===== src/rtl/ysyx_23060203_rd_arb_if.sv =====
// ysyx_23060203_rd_arb_if
// Bundles the AXI-style read channels around the read arbiter:
//   m0_* : IFU read-address / read-data channel
//   m1_* : LSU read-address / read-data channel
//   s_*  : shared downstream slave read-address / read-data channel
// Modports:
//   master : the arbiter's view (it masters the shared slave bus and
//            serves the two upstream masters)
//   slave  : the environment's view (upstream masters plus the slave)
interface ysyx_23060203_rd_arb_if;
  logic        m0_arvalid, m0_arready;
  logic [31:0] m0_araddr;
  logic [7:0]  m0_arlen;
  logic [2:0]  m0_arsize;
  logic        m0_rvalid, m0_rready;
  logic [31:0] m0_rdata;
  logic [1:0]  m0_rresp;
  logic        m0_rlast;

  logic        m1_arvalid, m1_arready;
  logic [31:0] m1_araddr;
  logic [7:0]  m1_arlen;
  logic [2:0]  m1_arsize;
  logic        m1_rvalid, m1_rready;
  logic [31:0] m1_rdata;
  logic [1:0]  m1_rresp;
  logic        m1_rlast;

  logic        s_arvalid, s_arready;
  logic [31:0] s_araddr;
  logic [7:0]  s_arlen;
  logic [2:0]  s_arsize;
  logic        s_rvalid, s_rready;
  logic [31:0] s_rdata;
  logic [1:0]  s_rresp;
  logic        s_rlast;

  modport master (
    input  m0_arvalid, m0_araddr, m0_arlen, m0_arsize, m0_rready,
    output m0_arready, m0_rvalid, m0_rdata, m0_rresp, m0_rlast,
    input  m1_arvalid, m1_araddr, m1_arlen, m1_arsize, m1_rready,
    output m1_arready, m1_rvalid, m1_rdata, m1_rresp, m1_rlast,
    output s_arvalid, s_araddr, s_arlen, s_arsize, s_rready,
    input  s_arready, s_rvalid, s_rdata, s_rresp, s_rlast
  );

  modport slave (
    output m0_arvalid, m0_araddr, m0_arlen, m0_arsize, m0_rready,
    input  m0_arready, m0_rvalid, m0_rdata, m0_rresp, m0_rlast,
    output m1_arvalid, m1_araddr, m1_arlen, m1_arsize, m1_rready,
    input  m1_arready, m1_rvalid, m1_rdata, m1_rresp, m1_rlast,
    input  s_arvalid, s_araddr, s_arlen, s_arsize, s_rready,
    output s_arready, s_rvalid, s_rdata, s_rresp, s_rlast
  );
endinterface


===== src/rtl/ysyx_23060203_rd_arb.sv =====
// ysyx_23060203_rd_arb
// Two-master (m0 = IFU, m1 = LSU) read arbiter in front of one slave, one
// transaction outstanding at a time (IDLE -> AR -> R).
// Parameters:
//   RR   : 0 = fixed priority (m1 wins ties), 1 = round-robin
//   NMAX : maximum number of R beats forwarded per transaction
// Ports:
//   clock : sole clock, rising edge
//   reset : asynchronous, active-low
//   bus   : read channels of m0, m1 and the shared slave
//   busy  : high while in AR or R
//   grant : owner of the current transaction (0 = m0, 1 = m1)
module ysyx_23060203_rd_arb #(
  parameter bit          RR   = 1'b0,
  parameter int unsigned NMAX = 16
) (
  input  logic                          clock,
  input  logic                          reset,
  ysyx_23060203_rd_arb_if.master        bus,
  output logic                          busy,
  output logic                          grant
);

  typedef enum logic [1:0] {IDLE, AR, R} state_t;

  localparam logic [8:0] NMAX_W = 9'(NMAX);

  state_t     state_q, state_d;
  logic       grant_q, grant_d;
  logic       last_q, last_d;
  logic [8:0] cnt_q, cnt_d;

  logic       pick;
  logic [8:0] req_beats;
  logic       g_arvalid, g_rready, fwd_last;

  always_ff @(posedge clock or negedge reset) begin
    if (!reset) begin
      state_q <= IDLE;
      grant_q <= 1'b0;
      last_q  <= 1'b0;
      cnt_q   <= '0;
    end else begin
      state_q <= state_d;
      grant_q <= grant_d;
      last_q  <= last_d;
      cnt_q   <= cnt_d;
    end
  end

  // Arbitration and beat-count clamp for a request seen in IDLE.
  always_comb begin
    if (bus.m0_arvalid && bus.m1_arvalid) pick = RR ? ~last_q : 1'b1;
    else                                  pick = bus.m1_arvalid;
    req_beats = (pick ? {1'b0, bus.m1_arlen} : {1'b0, bus.m0_arlen}) + 9'd1;
    if (req_beats > NMAX_W) req_beats = NMAX_W;
  end

  assign g_arvalid = grant_q ? bus.m1_arvalid : bus.m0_arvalid;
  assign g_rready  = grant_q ? bus.m1_rready  : bus.m0_rready;
  // The beat that exhausts a truncated burst is presented as the last one.
  assign fwd_last  = bus.s_rlast | (cnt_q == 9'd1);

  always_comb begin
    state_d = state_q;
    grant_d = grant_q;
    last_d  = last_q;
    cnt_d   = cnt_q;

    bus.s_arvalid  = 1'b0;
    bus.s_araddr   = '0;
    bus.s_arlen    = '0;
    bus.s_arsize   = '0;
    bus.s_rready   = 1'b0;
    bus.m0_arready = 1'b0;
    bus.m1_arready = 1'b0;
    bus.m0_rvalid  = 1'b0;
    bus.m0_rdata   = '0;
    bus.m0_rresp   = '0;
    bus.m0_rlast   = 1'b0;
    bus.m1_rvalid  = 1'b0;
    bus.m1_rdata   = '0;
    bus.m1_rresp   = '0;
    bus.m1_rlast   = 1'b0;

    unique case (state_q)
      IDLE: begin
        // Silently drain leftovers of a truncated burst; the reset gate keeps
        // s_rready low while reset is held (state is IDLE then).
        bus.s_rready = bus.s_rvalid & reset;
        if (bus.m0_arvalid || bus.m1_arvalid) begin
          grant_d = pick;
          last_d  = pick;
          cnt_d   = req_beats;
          state_d = AR;
        end
      end

      AR: begin
        bus.s_rready  = bus.s_rvalid;
        bus.s_arvalid = g_arvalid;
        if (grant_q) begin
          bus.s_araddr   = bus.m1_araddr;
          bus.s_arlen    = bus.m1_arlen;
          bus.s_arsize   = bus.m1_arsize;
          bus.m1_arready = bus.s_arready;
        end else begin
          bus.s_araddr   = bus.m0_araddr;
          bus.s_arlen    = bus.m0_arlen;
          bus.s_arsize   = bus.m0_arsize;
          bus.m0_arready = bus.s_arready;
        end
        if (!g_arvalid)         state_d = IDLE;
        else if (bus.s_arready) state_d = R;
      end

      R: begin
        bus.s_rready = g_rready;
        if (grant_q) begin
          bus.m1_rvalid = bus.s_rvalid;
          bus.m1_rdata  = bus.s_rdata;
          bus.m1_rresp  = bus.s_rresp;
          bus.m1_rlast  = fwd_last;
        end else begin
          bus.m0_rvalid = bus.s_rvalid;
          bus.m0_rdata  = bus.s_rdata;
          bus.m0_rresp  = bus.s_rresp;
          bus.m0_rlast  = fwd_last;
        end
        if (bus.s_rvalid && g_rready) begin
          cnt_d = cnt_q - 9'd1;
          if (fwd_last) state_d = IDLE;
        end
      end

      default: state_d = IDLE;
    endcase
  end

  assign busy  = (state_q != IDLE);
  assign grant = grant_q;

endmodule


===== src/flat_wrapper.sv =====
// flat-port wrapper written by rule: the top's interface ports become plain ports
module ysyx_23060203_rd_arb_flat 
#(
  parameter bit          RR   = 1'b0,
  parameter int unsigned NMAX = 16
)
  (clock, reset, busy, grant, bus_m0_arvalid, bus_m0_araddr, bus_m0_arlen, bus_m0_arsize, bus_m0_rready, bus_m0_arready, bus_m0_rvalid, bus_m0_rdata, bus_m0_rresp, bus_m0_rlast, bus_m1_arvalid, bus_m1_araddr, bus_m1_arlen, bus_m1_arsize, bus_m1_rready, bus_m1_arready, bus_m1_rvalid, bus_m1_rdata, bus_m1_rresp, bus_m1_rlast, bus_s_arvalid, bus_s_araddr, bus_s_arlen, bus_s_arsize, bus_s_rready, bus_s_arready, bus_s_rvalid, bus_s_rdata, bus_s_rresp, bus_s_rlast);
  ysyx_23060203_rd_arb_if bus_i ();
  input  logic clock;
  input  logic reset;
  output logic busy;
  output logic grant;
  input wire logic [$bits(bus_i.m0_arvalid)-1:0] bus_m0_arvalid;
  input wire logic [$bits(bus_i.m0_araddr)-1:0] bus_m0_araddr;
  input wire logic [$bits(bus_i.m0_arlen)-1:0] bus_m0_arlen;
  input wire logic [$bits(bus_i.m0_arsize)-1:0] bus_m0_arsize;
  input wire logic [$bits(bus_i.m0_rready)-1:0] bus_m0_rready;
  output wire logic [$bits(bus_i.m0_arready)-1:0] bus_m0_arready;
  output wire logic [$bits(bus_i.m0_rvalid)-1:0] bus_m0_rvalid;
  output wire logic [$bits(bus_i.m0_rdata)-1:0] bus_m0_rdata;
  output wire logic [$bits(bus_i.m0_rresp)-1:0] bus_m0_rresp;
  output wire logic [$bits(bus_i.m0_rlast)-1:0] bus_m0_rlast;
  input wire logic [$bits(bus_i.m1_arvalid)-1:0] bus_m1_arvalid;
  input wire logic [$bits(bus_i.m1_araddr)-1:0] bus_m1_araddr;
  input wire logic [$bits(bus_i.m1_arlen)-1:0] bus_m1_arlen;
  input wire logic [$bits(bus_i.m1_arsize)-1:0] bus_m1_arsize;
  input wire logic [$bits(bus_i.m1_rready)-1:0] bus_m1_rready;
  output wire logic [$bits(bus_i.m1_arready)-1:0] bus_m1_arready;
  output wire logic [$bits(bus_i.m1_rvalid)-1:0] bus_m1_rvalid;
  output wire logic [$bits(bus_i.m1_rdata)-1:0] bus_m1_rdata;
  output wire logic [$bits(bus_i.m1_rresp)-1:0] bus_m1_rresp;
  output wire logic [$bits(bus_i.m1_rlast)-1:0] bus_m1_rlast;
  output wire logic [$bits(bus_i.s_arvalid)-1:0] bus_s_arvalid;
  output wire logic [$bits(bus_i.s_araddr)-1:0] bus_s_araddr;
  output wire logic [$bits(bus_i.s_arlen)-1:0] bus_s_arlen;
  output wire logic [$bits(bus_i.s_arsize)-1:0] bus_s_arsize;
  output wire logic [$bits(bus_i.s_rready)-1:0] bus_s_rready;
  input wire logic [$bits(bus_i.s_arready)-1:0] bus_s_arready;
  input wire logic [$bits(bus_i.s_rvalid)-1:0] bus_s_rvalid;
  input wire logic [$bits(bus_i.s_rdata)-1:0] bus_s_rdata;
  input wire logic [$bits(bus_i.s_rresp)-1:0] bus_s_rresp;
  input wire logic [$bits(bus_i.s_rlast)-1:0] bus_s_rlast;
  assign bus_i.m0_arvalid = bus_m0_arvalid;
  assign bus_i.m0_araddr = bus_m0_araddr;
  assign bus_i.m0_arlen = bus_m0_arlen;
  assign bus_i.m0_arsize = bus_m0_arsize;
  assign bus_i.m0_rready = bus_m0_rready;
  assign bus_m0_arready = bus_i.m0_arready;
  assign bus_m0_rvalid = bus_i.m0_rvalid;
  assign bus_m0_rdata = bus_i.m0_rdata;
  assign bus_m0_rresp = bus_i.m0_rresp;
  assign bus_m0_rlast = bus_i.m0_rlast;
  assign bus_i.m1_arvalid = bus_m1_arvalid;
  assign bus_i.m1_araddr = bus_m1_araddr;
  assign bus_i.m1_arlen = bus_m1_arlen;
  assign bus_i.m1_arsize = bus_m1_arsize;
  assign bus_i.m1_rready = bus_m1_rready;
  assign bus_m1_arready = bus_i.m1_arready;
  assign bus_m1_rvalid = bus_i.m1_rvalid;
  assign bus_m1_rdata = bus_i.m1_rdata;
  assign bus_m1_rresp = bus_i.m1_rresp;
  assign bus_m1_rlast = bus_i.m1_rlast;
  assign bus_s_arvalid = bus_i.s_arvalid;
  assign bus_s_araddr = bus_i.s_araddr;
  assign bus_s_arlen = bus_i.s_arlen;
  assign bus_s_arsize = bus_i.s_arsize;
  assign bus_s_rready = bus_i.s_rready;
  assign bus_i.s_arready = bus_s_arready;
  assign bus_i.s_rvalid = bus_s_rvalid;
  assign bus_i.s_rdata = bus_s_rdata;
  assign bus_i.s_rresp = bus_s_rresp;
  assign bus_i.s_rlast = bus_s_rlast;
  ysyx_23060203_rd_arb #(.RR(RR), .NMAX(NMAX)) u_core (.clock(clock), .reset(reset), .bus(bus_i), .busy(busy), .grant(grant));
endmodule

===== config.mk =====
export PLATFORM = sky130hd
export DESIGN_NAME = ysyx_23060203_rd_arb_flat
export DESIGN_NICKNAME = d
export VERILOG_FILES = /design/src/rtl/ysyx_23060203_rd_arb_if.sv /design/src/rtl/ysyx_23060203_rd_arb.sv /design/src/flat_wrapper.sv
export SDC_FILE = /design/constraint.sdc
export NUM_CORES = 1
export LEC_CHECK = 0
export BUFFER_PORTS_ARGS = -buffer_cell sky130_fd_sc_hd__buf_4
export CORE_AREA = 5 5 95 97
export CTS_BUF_LIST = sky130_fd_sc_hd__clkbuf_4 sky130_fd_sc_hd__clkbuf_8 sky130_fd_sc_hd__clkbuf_16
export DETAILED_ROUTE_END_ITERATION = 7
export DIE_AREA = 0 0 100 102
export PLACE_DENSITY = 0.69
export SLEW_MARGIN = 10
export SYNTH_ARGS = -nofsm -noshare
export SYNTH_HDL_FRONTEND = slang
export SYNTH_SLANG_ARGS = --single-unit

===== constraint.sdc =====
create_clock -name clock -period 2.4 [get_ports clock]
set_input_delay 0.12 -clock clock [delete_from_list [all_inputs] [get_ports clock]]
set_output_delay 0.12 -clock clock [all_outputs]
set_load 0.01 [all_outputs]

==> results by group, run 1 <==
Global route
  • Total global-route track usage: 18.5%
  • Pin count of the biggest net entering global routing: 47
  • Busiest grt layer: met2
  • Global route overflow: 0
  • Met1 Resource Use GR: around a fifth
  • Grt met3 use: 5.12%
  • M2 GR Usage: around 35%
  • Wire length of the first global-routing pass: between 15000 and 20000 um
  • Number of global-route vias before repair: approximately 3100
  • Number of antenna violations at the first check in global routing: 1

Job
  • Max-cap violations: 0

Place
  • Count of buffers from port buffering: approximately 250
  • GPL Wtd Cong: ~0.89
  • Placed wire-length estimate: 8940 um

Timing
  • Setup repair after global routing missed its margin: no
  • Max-slew headroom: 50.1%
  • Sum of negative setup slack: 0 ns
  • Hold Violations, Final: 0
  • Hold WS: about 0.067 ns
  • Fin crit period: 2.05 ns
  • Period utilisation layout: between 80% and 90%
  • Slew @ Worst Pin: 0.740 ns
  • Worst Clk Skew: just under 0.004 ns
  • # setup viols final: 0
  • Slew Limit Fails: 0
  • Highest clock rate: approximately 490 MHz

Layout
  • Count of fill cells added during filler insertion: 768
  • Final layout net count: ~680
  • Fraction of final layout cells with drive strength greater than 1: ~50%
  • Layout area overhead: 87.5%

Critical path
  • Type of destination of the critical path: primary output
  • CP startpoint kind: flip-flop
  • Worst endpoint required time: 2.28 ns
  • CP most frequent cell: buf_4
  • Critical Path, Cell by Cell: buf_4 > mux2i_1 > nor2_1 > buf_4
  • Arr. time, crit path: roughly 1.9 ns
  • Crit-path max FO: 46
  • Depth of the worst register-to-register path: 5
  • Top cell family by delay on the critical path: buffers and inverters
  • Crit Path Category: flip-flop to primary output
  • Cell type of the slowest stage on the worst timing path: buf_4
  • Path length in cells of the critical path: 4
  • Number of buffers and inverters on the critical path: 2
  • Stage delay of the slowest cell on the critical path: 0.59 ns

Power and ir drop
  • Net switching power: 1.65 mW
  • Combinational power share: 82.2%
  • Total power divided by cell area: 808 nW/um^2
  • Static Leak: roughly 2.4 nW
  • Switching power share of the total: 47.6%
  • Max rail drop VDD: between 0.4 and 0.5 mV
  • Internal cell power: between 1.5 and 2 mW
  • Part of the total power dissipated in the clock network: ~6.0%
  • Sequential group share of total power: about an eighth

CTS
  • Number of buffers created by CTS: 3
  • Clock network latency to the later pin of the worst-skew pair: 0.25 ns
  • Clk sink count: 12
  • CTS H-tree depth: 1
  • Buffer type at the clock tree root: clkbuf_8
  • Post-CTS setup buffer count: 0
  • Clock transition at the registers of the reported paths: 0.06 ns
  • Number of buffers on the longest clock path: 2
  • Clock tree from TritonCTS: done

Logic synthesis
  • Portion of the post-synthesis area used by sequential elements: between 10% and 20%
  • Synthesized Nets: roughly 440
  • Yosys warning count: 0
  • Count of unique library cells instantiated by Yosys: 52
  • Summed instance area of the synthesized netlist: 2280 sq um
  • Synthesized flop and latch total: 12
  • Mean post-synth cell area: roughly 7.4 sq um
  • Asr flop ratio synth: 100%
  • Top post-synthesis cells by area: mux2i_1, and2_1, dfrtp_1, nor2_1, ha_1
  • Library cell occupying the most area in the post-synthesis netlist: mux2i_1
  • Area share of the largest cell type after synthesis: between 20% and 30%
  • Number of standard cells after synthesis: between 300 and 400
  • EDFF count, synth: 0
  • Leading register cell type out of synthesis: dfrtp_1

Route
  • Per-cell routed wire length: 16.0 um
  • Detail Route Antenna Nets: 0
  • Number of detailed-routing iterations run before antenna repair: 4
  • Final wirelength: 10400 um
  • Vias post-DR: 3100
  • Iter 0 DRT Violations: 83
  • Count of unresolved DRC violations after routing: 0
  • Vias per cell: about 4.8

Floorplan
  • Initial Util: between 20 and 30%
  • Floorplan Core Area: between 8000 and 9000 sq um
  • Count of standard-cell rows: 33
  • Die Area: slightly above 10000 sq um
  • Width of the die: ~100 um
  • DIE HEIGHT: about 100 um
  • Top Ports: 250

Min path
  • Class of the tightest hold or removal check: input port to flip-flop
  • Number of cells on the worst hold path: 2

Run status
  • Run status: complete, no violations
==> repair_timing <==
action,in CTS,in global routing
resized for setup,0,0
setup endpoints to repair,0,0
hold endpoints to repair,12,0
hold buffers,1,0
==> cells in the final DEF, fill, tap and decap left out, types with 5 or more instances in the layout <==
cell | netlist | layout
buf_4 | 1 | 253
and2_1 | 72 | 72
nor2_1 | 56 | 56
mux2i_1 | 48 | 48
dfrtp_1 | 12 | 11
nand2_1 | 10 | 10
inv_1 | 7 | 7
nand2b_1 | 7 | 7
o21ai_0 | 5 | 5
nor3_1 | 5 | 5
xnor2_1 | 5 | 5
==> final timing paths <==
| check | startpoint | end | slack [ns] |
|---|---|---|---|
| setup reg to reg | u_core.cnt_q[0] | u_core.cnt_q[7] | 0.54 |
| hold / removal | bus_s_arready | u_core.state_q[0] | 0.07 |
| max in group asynchronous | reset | u_core.grant | 1.97 |
| hold reg to reg | u_core.cnt_q[1] | u_core.cnt_q[1] | 0.55 |
| min in group asynchronous | reset | u_core.grant | 0.25 |
| setup / recovery | u_core.grant | bus_s_arvalid | 0.35 |
==> cell usage after synthesis (2+ instances only) <==
library cell,number
clkbuf_1,13
a22o_1,3
mux2_2,4
o31ai_1,4
a222oi_1,2
a21o_1,2
o21ai_0,5
xnor2_1,5
a31o_1,2
and2_1,72
nor2_1,56
nand3_1,3
ha_1,4
nor3_1,5
nand2_1,10
nand3b_1,3
a21oi_1,3
nand2b_1,7
o22ai_1,2
mux2i_1,48
nor4_1,2
dfrtp_1,12
inv_1,7
buf_2,5
or2_2,2
==> metrics by stage <==
stage	instance area, sq um	util [%]	std cells	setup WS [ns]	power (mW)
6_report	4280	53.1	651	0.348	3.46
4_1_cts	4280	53.1	650	0.273	3.49
3_3_place_gp	4220	52.4	645	0.563	3.25
3_5_place_dp	4220	52.4	645	0.544	3.27
2_1_floorplan	2280	-	308	0.623	2.02
5_1_grt	4280	53.1	651	0.154	3.74
==> sequential cells by signal, summed over array words and instances (netlist names) <==
register	cells
u_core.grant	1
u_core.cnt_q	9
u_core.state_q	2
==> cell families after synthesis <==
group / after synthesis / synth area share (%)
fa+ha+maj: 4 / 2.19
buf+inv: 28 / 5.37
simple gates: 172 / 41.6
xor+xnor: 6 / 2.30
flops: 12 / 13.2
mux: 53 / 23.7
compound gates: 33 / 11.7
==> worst reg2reg max path, cell delays in order, from the launching register on <==
cell and delay (ns):
dfrtp_1 0.42, or3_4 0.42, or4b_4 0.52, nor4_2 0.18, xnor2_1 0.15, nor2_1 0.05
==> power groups by stage <==
stage	Combinational [mW]	Clock [mW]	Sequential, mW
final	2.84	0.209	0.406
after global routing	3.09	0.225	0.425
after CTS	2.88	0.212	0.404
after detailed placement	2.86	0	0.406
after global placement	2.85	0	0.400
after floorplan	1.67	0	0.349
==> per-layer routing <==
| layer | wire length, um | share of wire (%) | vias up |
|---|---|---|---|
| li1 | - | - | 1536 |
| met1 | 3800 | 36 | 1386 |
| met2 | 5390 | 52 | 171 |
| met3 | 1130 | 11 | 7 |
| met4 | 108 | 1.0 | 0 |
| met5 | 0 | 0 | - |
==> layout make-up <==
| type | count | area (sq um) | share of cell area (%) |
|---|---|---|---|
| inverter | 7 | 26.3 | 0.614 |
| clock buffer | 4 | 48.8 | 1.14 |
| sequential | 12 | 302 | 7.05 |
| timing repair buffer | 254 | 1910 | 44.6 |
| antenna | 1 | 2.50 | 0.0585 |
| multi-input combinational | 268 | 1860 | 43.5 |
| tap | 105 | 131 | 3.07 |
No activity file was read; power rests on OpenSTA's default activity.
==> run 2, diff against run 1 <==
==> constraint.sdc (replaced) <==
create_clock -name clock -period 2.4 [get_ports clock]
set_input_delay 0.12 -clock clock [delete_from_list [all_inputs] [get_ports clock]]
set_output_delay 0.12 -clock clock [all_outputs]
set_load 0.1 [all_outputs]
==> run 2 against run 1 <==
Net effect:
- die area is the same
- sequential share of layout area shrank 0.26 points
- register-to-register slack lost 0.02 ns
- clock skew grew 0.0050 ns
- flip-flop and latch count is the same
- worst setup slack lost 0.17 ns
- global-route usage shrank 0.43 points
- utilization grew 2.0 points
- critical path type unchanged
==> results by group, run 2 (synthesis results as in run 1) <==
Timing
  • # setup viols final: 0 (unchanged)
  • Final setup slack of the worst path: 0.178 ns (-0.170 ns)
  • Highest clock rate: 450 MHz (-7.7%)
  • Hold Violations, Final: 0 (unchanged)
  • Slew Limit Fails: 0 (unchanged)
  • Sum of negative setup slack: 0 ns (unchanged)
  • Worst Clk Skew: 0.00891 ns (+0.00499 ns)
  • Period utilisation layout: 92.6% (+7.1 points)
  • Hold WS: 0.0667 ns (+0.000159 ns)
  • Max-slew headroom: 50.9% (+0.79 points)
  • Fin crit period: 2.22 ns (+0.170 ns)
  • Setup repair after global routing missed its margin: no
  • Slew @ Worst Pin: 0.728 ns (-0.0117 ns)

Layout
  • Flip-flop and latch area: 302 sq um (unchanged)
  • Layout Utilization: 55.2% (+2.0 points)
  • Layout area overhead: 94.7%
  • Top register by number of flip-flops: u_core.cnt_q
  • Most frequent standard cell in the layout excluding fill and tap cells: buf_4
  • Highest-count cells in the layout ignoring fill and taps: buf_4, and2_1, mux2i_1
  • Antenna cell count: 0 (-1)
  • Max FFs per register: 9 (unchanged)
  • Final layout net count: 680 (+0.15%)
  • Count of fill cells added during filler insertion: 752 (-2.1%)
  • Total area of multi-input combinational cells: 1990 sq um (+7.2%)
  • Fraction of final layout cells with drive strength greater than 1: 58.6% (+8.7 points)

Route
  • Vias per cell: 4.75 (-0.29%)
  • Vias post-DR: 3091 (-0.29%)
  • Per-cell routed wire length: 15.9 um (-0.56%)
  • Final wirelength: 10400 um (-0.56%)
  • Number of detailed-routing iterations run before antenna repair: 4 (unchanged)
  • Detail Route Antenna Nets: 0 (unchanged)
  • Iter 0 DRT Violations: 63 (-24%)
  • Count of unresolved DRC violations after routing: 0 (unchanged)

Critical path
  • Type of destination of the critical path: primary output
  • Crit Path Category: flip-flop to primary output
  • Reg-to-Reg End: u_core.cnt_q[6]
  • Arr. time, crit path: 2.10 ns (+0.17 ns)
  • Reg-to-reg slack, setup: 0.52 ns (-0.02 ns)
  • Depth of the worst register-to-register path: 5 (unchanged)
  • Worst reg2reg path startpoint: u_core.grant
  • CP startpoint kind: flip-flop
  • Worst endpoint required time: 2.28 ns (about the same)
  • Crit-path max FO: 5 (-89%)

Floorplan
  • Width of the die: 100 um (unchanged)
  • Top Ports: 250 (unchanged)
  • DIE HEIGHT: 102 um (unchanged)
  • Die Area: 10200 sq um (unchanged)
  • Count of standard-cell rows: 33 (unchanged)
  • Floorplan Core Area: 8050 sq um (unchanged)
  • Initial Util: 28.3% (unchanged)

Global route
  • Global route overflow: 0 (unchanged)
  • Pin count of the biggest net entering global routing: 50 (+6.4%)
  • Total global-route track usage: 18.0% (-0.43 points)
  • Wire length of the first global-routing pass: 15000 um (-2.4%)
  • Number of antenna violations at the first check in global routing: 0 (-1)
  • Number of global-route vias before repair: 3010 (-1.4%)

CTS
  • Number of buffers on the longest clock path: 2 (unchanged)
  • Clock tree from TritonCTS: done
  • Post_cts resized: 0 (unchanged)
  • Clock network latency to the later pin of the worst-skew pair: 0.25 ns (about the same)
  • Clk sink count: 12 (unchanged)
  • Number of buffers created by CTS: 3 (unchanged)
  • CTS H-tree depth: 1 (unchanged)
  • Buffer type at the clock tree root: clkbuf_8
  • Clock transition at the registers of the reported paths: 0.06 ns (about the same)

Min path
  • Number of cells on the worst hold path: 2 (unchanged)
  • Worst min-delay path startpoint: bus_s_arready
  • Hold Path Sink: u_core.state_q[0]
  • Class of the tightest hold or removal check: input port to flip-flop

Place
  • Placed wire-length estimate: 8760 um (-2.0%)
  • GPL Wtd Cong: 0.846 (-5.1%)
  • Pre-CTS setup slack: 0.448 ns (-0.0968 ns)
  • Count of buffers from port buffering: 249 (unchanged)

Job
  • Max-cap violations: 0 (unchanged)

Run status
  • Run status: complete, no violations
run 2: cell count changes in the layout (fill, tap and decap cells not counted), sizes merged:
cell	previous run	this run
buf	253	254
diode	1	0
run 2: worst max path at each step:
stage	depth (start not counted)	endpoint	slack [ns]	startpoint
finish	5	bus_m0_rlast	0.18	u_core.cnt_q[5]
global route	5	bus_m0_rdata[7]	0.07	u_core.state_q[1]
CTS	5	bus_m0_rlast	0.18	u_core.cnt_q[5]
detailed placement	5	bus_m0_rlast	0.45	u_core.cnt_q[5]
global placement	5	bus_m0_rlast	0.50	u_core.cnt_q[5]
floorplan	3	bus_m0_rlast	-0.18	u_core.grant
run 2: metrics by stage:
stage	instance area (sq um)	instances
3_5_place_dp	4380	646
5_1_grt	4440	651
3_3_place_gp	4380	646
6_report	4440	651
4_1_cts	4440	651
2_1_floorplan	2410	308
run 2: cell type report:
type | instances | share of cell area [%]
multi-input cells | 268 | 44.9
flip-flops and latches | 12 | 6.79
clock buffers | 4 | 1.10
well taps | 105 | 2.96
inverters | 7 | 0.591
repair buffers | 255 | 43.7
run 2: metal layers:
metal  up-vias  track usage [%]  routed length, um  part of all wire, %
li1       1530                -                  -                    -
met1      1380             19.9               3750                   36
met2       175             34.0               5320                   51
met3         6             5.60               1190                   11
met4         0             3.94                 96                 0.93
met5         -                0                  0                    0
run 2: timing repair:
item / 4_1_cts / 5_1_grt
setup buffers: 0 / 0
hold buffers: 1 / 0
endpoints found under the hold margin: 12 / 0
run 2: critical path: stages (launching register included):
cell     delay (ns)
dfrtp_1        0.41
or2_2          0.34
nor3_1         0.28
a41oi_1        0.31
nor3_2         0.21
buf_4          0.32
Power of run 2 is not shown: default switching activity piles up to over one toggle a cycle in this logic, so the estimate is an artifact.
==> run 3, diff against run 2 <==
--- a/config.mk
+++ b/config.mk
@@ -10,6 +10,7 @@
 export CTS_BUF_LIST = sky130_fd_sc_hd__clkbuf_4 sky130_fd_sc_hd__clkbuf_8 sky130_fd_sc_hd__clkbuf_16
 export DETAILED_ROUTE_END_ITERATION = 7
 export DIE_AREA = 0 0 100 102
+export GPL_TIMING_DRIVEN = 0
 export PLACE_DENSITY = 0.69
 export SLEW_MARGIN = 10
 export SYNTH_ARGS = -nofsm -noshare
==> run 3 against run 2 <==
Net effect:
- utilization up 0.78 points
- non-clock buffer count grew 15
- clock skew down 0.0058 ns
- worst setup slack lost 0.013 ns
- sequential share of layout area down 0.066 points
- critical path depth stayed put
- first-iteration DRC count rose by 63%
- cell count increased by 2.5%
- critical endpoint is now bus_m1_rlast
- largest cell class unchanged
==> results by group, run 3 (synthesis results as in run 1) <==
Layout
  • Highest-count cells in the layout ignoring fill and taps: buf_4, and2_1, mux2i_1
  • Max FFs per register: 9 (unchanged)
  • Most frequent standard cell in the layout excluding fill and tap cells: buf_4
  • Final layout net count: 695 (+2.2%)
  • Fraction of final layout cells with drive strength greater than 1: 59.0% (+0.39 points)
  • Layout area overhead: 97.4%
  • Design Area, Final: 4510 sq um (+1.4%)
  • Top register by number of flip-flops: u_core.cnt_q

Critical path
  • Arr. time, crit path: 2.12 ns (+0.02 ns)
  • CP startpoint kind: flip-flop
  • Worst endpoint required time: 2.28 ns (about the same)
  • Crit Path Category: flip-flop to primary output
  • Type of destination of the critical path: primary output
  • Crit-path max FO: 5 (unchanged)

Timing
  • Hold Violations, Final: 0 (unchanged)
  • Highest clock rate: 447 MHz (-0.60%)
  • Fin crit period: 2.24 ns (+0.0133 ns)
  • # setup viols final: 0 (unchanged)
  • Max-slew headroom: 62.0% (+11 points)
  • Worst Clk Skew: 0.00306 ns (-0.00585 ns)
  • Slew Limit Fails: 0 (unchanged)
  • Setup repair after global routing missed its margin: no
  • Period utilisation layout: 93.1% (+0.56 points)
  • Slew @ Worst Pin: 0.564 ns (-0.164 ns)

Place
  • Count of buffers from port buffering: 249 (unchanged)
  • Area after detailed placement: 4420 sq um (+0.71%)
  • GPL Wtd Cong: 0.949 (+12%)
  • Placed wire-length estimate: 9670 um (+10%)

Route
  • Iter 0 DRT Violations: 103 (+63%)
  • Count of unresolved DRC violations after routing: 0 (unchanged)
  • Detail Route Antenna Nets: 0 (unchanged)
  • Per-cell routed wire length: 16.4 um (+3.1%)
  • Vias per cell: 4.73 (-0.41%)
  • Vias post-DR: 3154 (+2.0%)
  • Final wirelength: 11000 um (+5.7%)
  • Number of detailed-routing iterations run before antenna repair: 4 (unchanged)

Floorplan
  • DIE HEIGHT: 102 um (unchanged)
  • Top Ports: 250 (unchanged)
  • Initial Util: 28.3% (unchanged)
  • Width of the die: 100 um (unchanged)
  • Die Area: 10200 sq um (unchanged)
  • Count of standard-cell rows: 33 (unchanged)
  • Floorplan Core Area: 8050 sq um (unchanged)

Global route
  • Number of global-route vias before repair: 3228 (+7.2%)
  • Global route overflow: 0 (unchanged)
  • Wire length of the first global-routing pass: 16200 um (+8.2%)
  • Total global-route track usage: 19.6% (+1.5 points)
  • Number of antenna violations at the first check in global routing: 1 (+1)
  • Pin count of the biggest net entering global routing: 14 (-72%)

Min path
  • Class of the tightest hold or removal check: input port to flip-flop

CTS
  • Clock transition at the registers of the reported paths: 0.06 ns (about the same)
  • Number of buffers created by CTS: 3 (unchanged)
  • CTS H-tree depth: 1 (unchanged)
  • Clock network latency to the later pin of the worst-skew pair: 0.25 ns (about the same)
  • Clock tree from TritonCTS: done
  • Number of buffers on the longest clock path: 2 (unchanged)
  • Buffer type at the clock tree root: clkbuf_8
  • Clk sink count: 12 (unchanged)

Job
  • Max-cap violations: 0 (unchanged)

Run status
  • Run status: complete, no violations
## run 3: cell types whose count changed in the layout (fill, tap and decap cells not counted), moves of 2 or more
cell / before / now
clkbuf_1: 0 / 7
nor2_4: 1 / 3
buf_4: 252 / 250
buf_2: 0 / 6
buf_12: 2 / 0
nor2_1: 12 / 10
clkbuf_2: 0 / 5
## run 3: area by class of cell
| type | count | area (sq um) |
|---|---|---|
| diodes | 1 | 2.50 |
| plain buffers | 20 | 100 |
| clock buffers | 4 | 55.1 |
| fillers | 779 | 3550 |
| inverters | 7 | 26.3 |
| multi-input cells | 268 | 2010 |
| flip-flops and latches | 12 | 303 |
| well taps | 105 | 131 |
| repair buffers | 250 | 1880 |
## run 3: final timing paths
path                       slack [ns]                 to             from  cells after the start
max                              0.16       bus_m1_rlast  u_core.cnt_q[5]                      5
min                              0.07  u_core.state_q[0]    bus_s_arready                      2
max reg2reg                      0.50    u_core.cnt_q[7]  u_core.cnt_q[0]                      5
min reg2reg                      0.56    u_core.cnt_q[1]  u_core.cnt_q[1]                      2
max in group asynchronous        1.97       u_core.grant            reset                      2
min in group asynchronous        0.25  u_core.state_q[0]            reset                      2
## run 3: critical path, cell delays in order, from the launching register on
cell	delay (ns)
dfrtp_1	0.42
or2_2	0.34
nor3_1	0.30
a41oi_1	0.30
nor3_4	0.19
buf_4	0.31
## run 3: routing by layer
layer | track usage, % | wire (um) | vias up
li1 | - | - | 1565
met3 | 4.03 | 1120 | 10
met4 | 5.28 | 196 | 0
met1 | 22.3 | 3910 | 1405
met2 | 37.0 | 5720 | 174
met5 | 0 | 0 | -
## run 3: what timing repair did
action                                  in CTS  in global routing
hold buffers                                 1                  0
buffers inserted                             0                  0
resized for setup                           10                  3
pin swaps                                    0                  0
gates cloned                                 0                  0
endpoints found under the hold margin       12                  0
endpoints found under the setup margin     110                 32
## run 3: metrics by stage
step | hold WS [ns] | util, % | TNS [ns] | cells | setup slack, ns
after floorplan | -0.176 | - | -1.45 | 308 | -0.183
final | 0.0675 | 56.0 | 0 | 667 | 0.165
after global placement | -0.0274 | 54.8 | -2.38 | 662 | -0.147
after detailed placement | -0.0279 | 54.8 | -4.33 | 662 | -0.162
after CTS | 0.0588 | 55.9 | 0 | 666 | 0.0872
after global routing | 0.0730 | 56.0 | 0 | 667 | 0.0816
Power of run 3 is left out for the same reason.
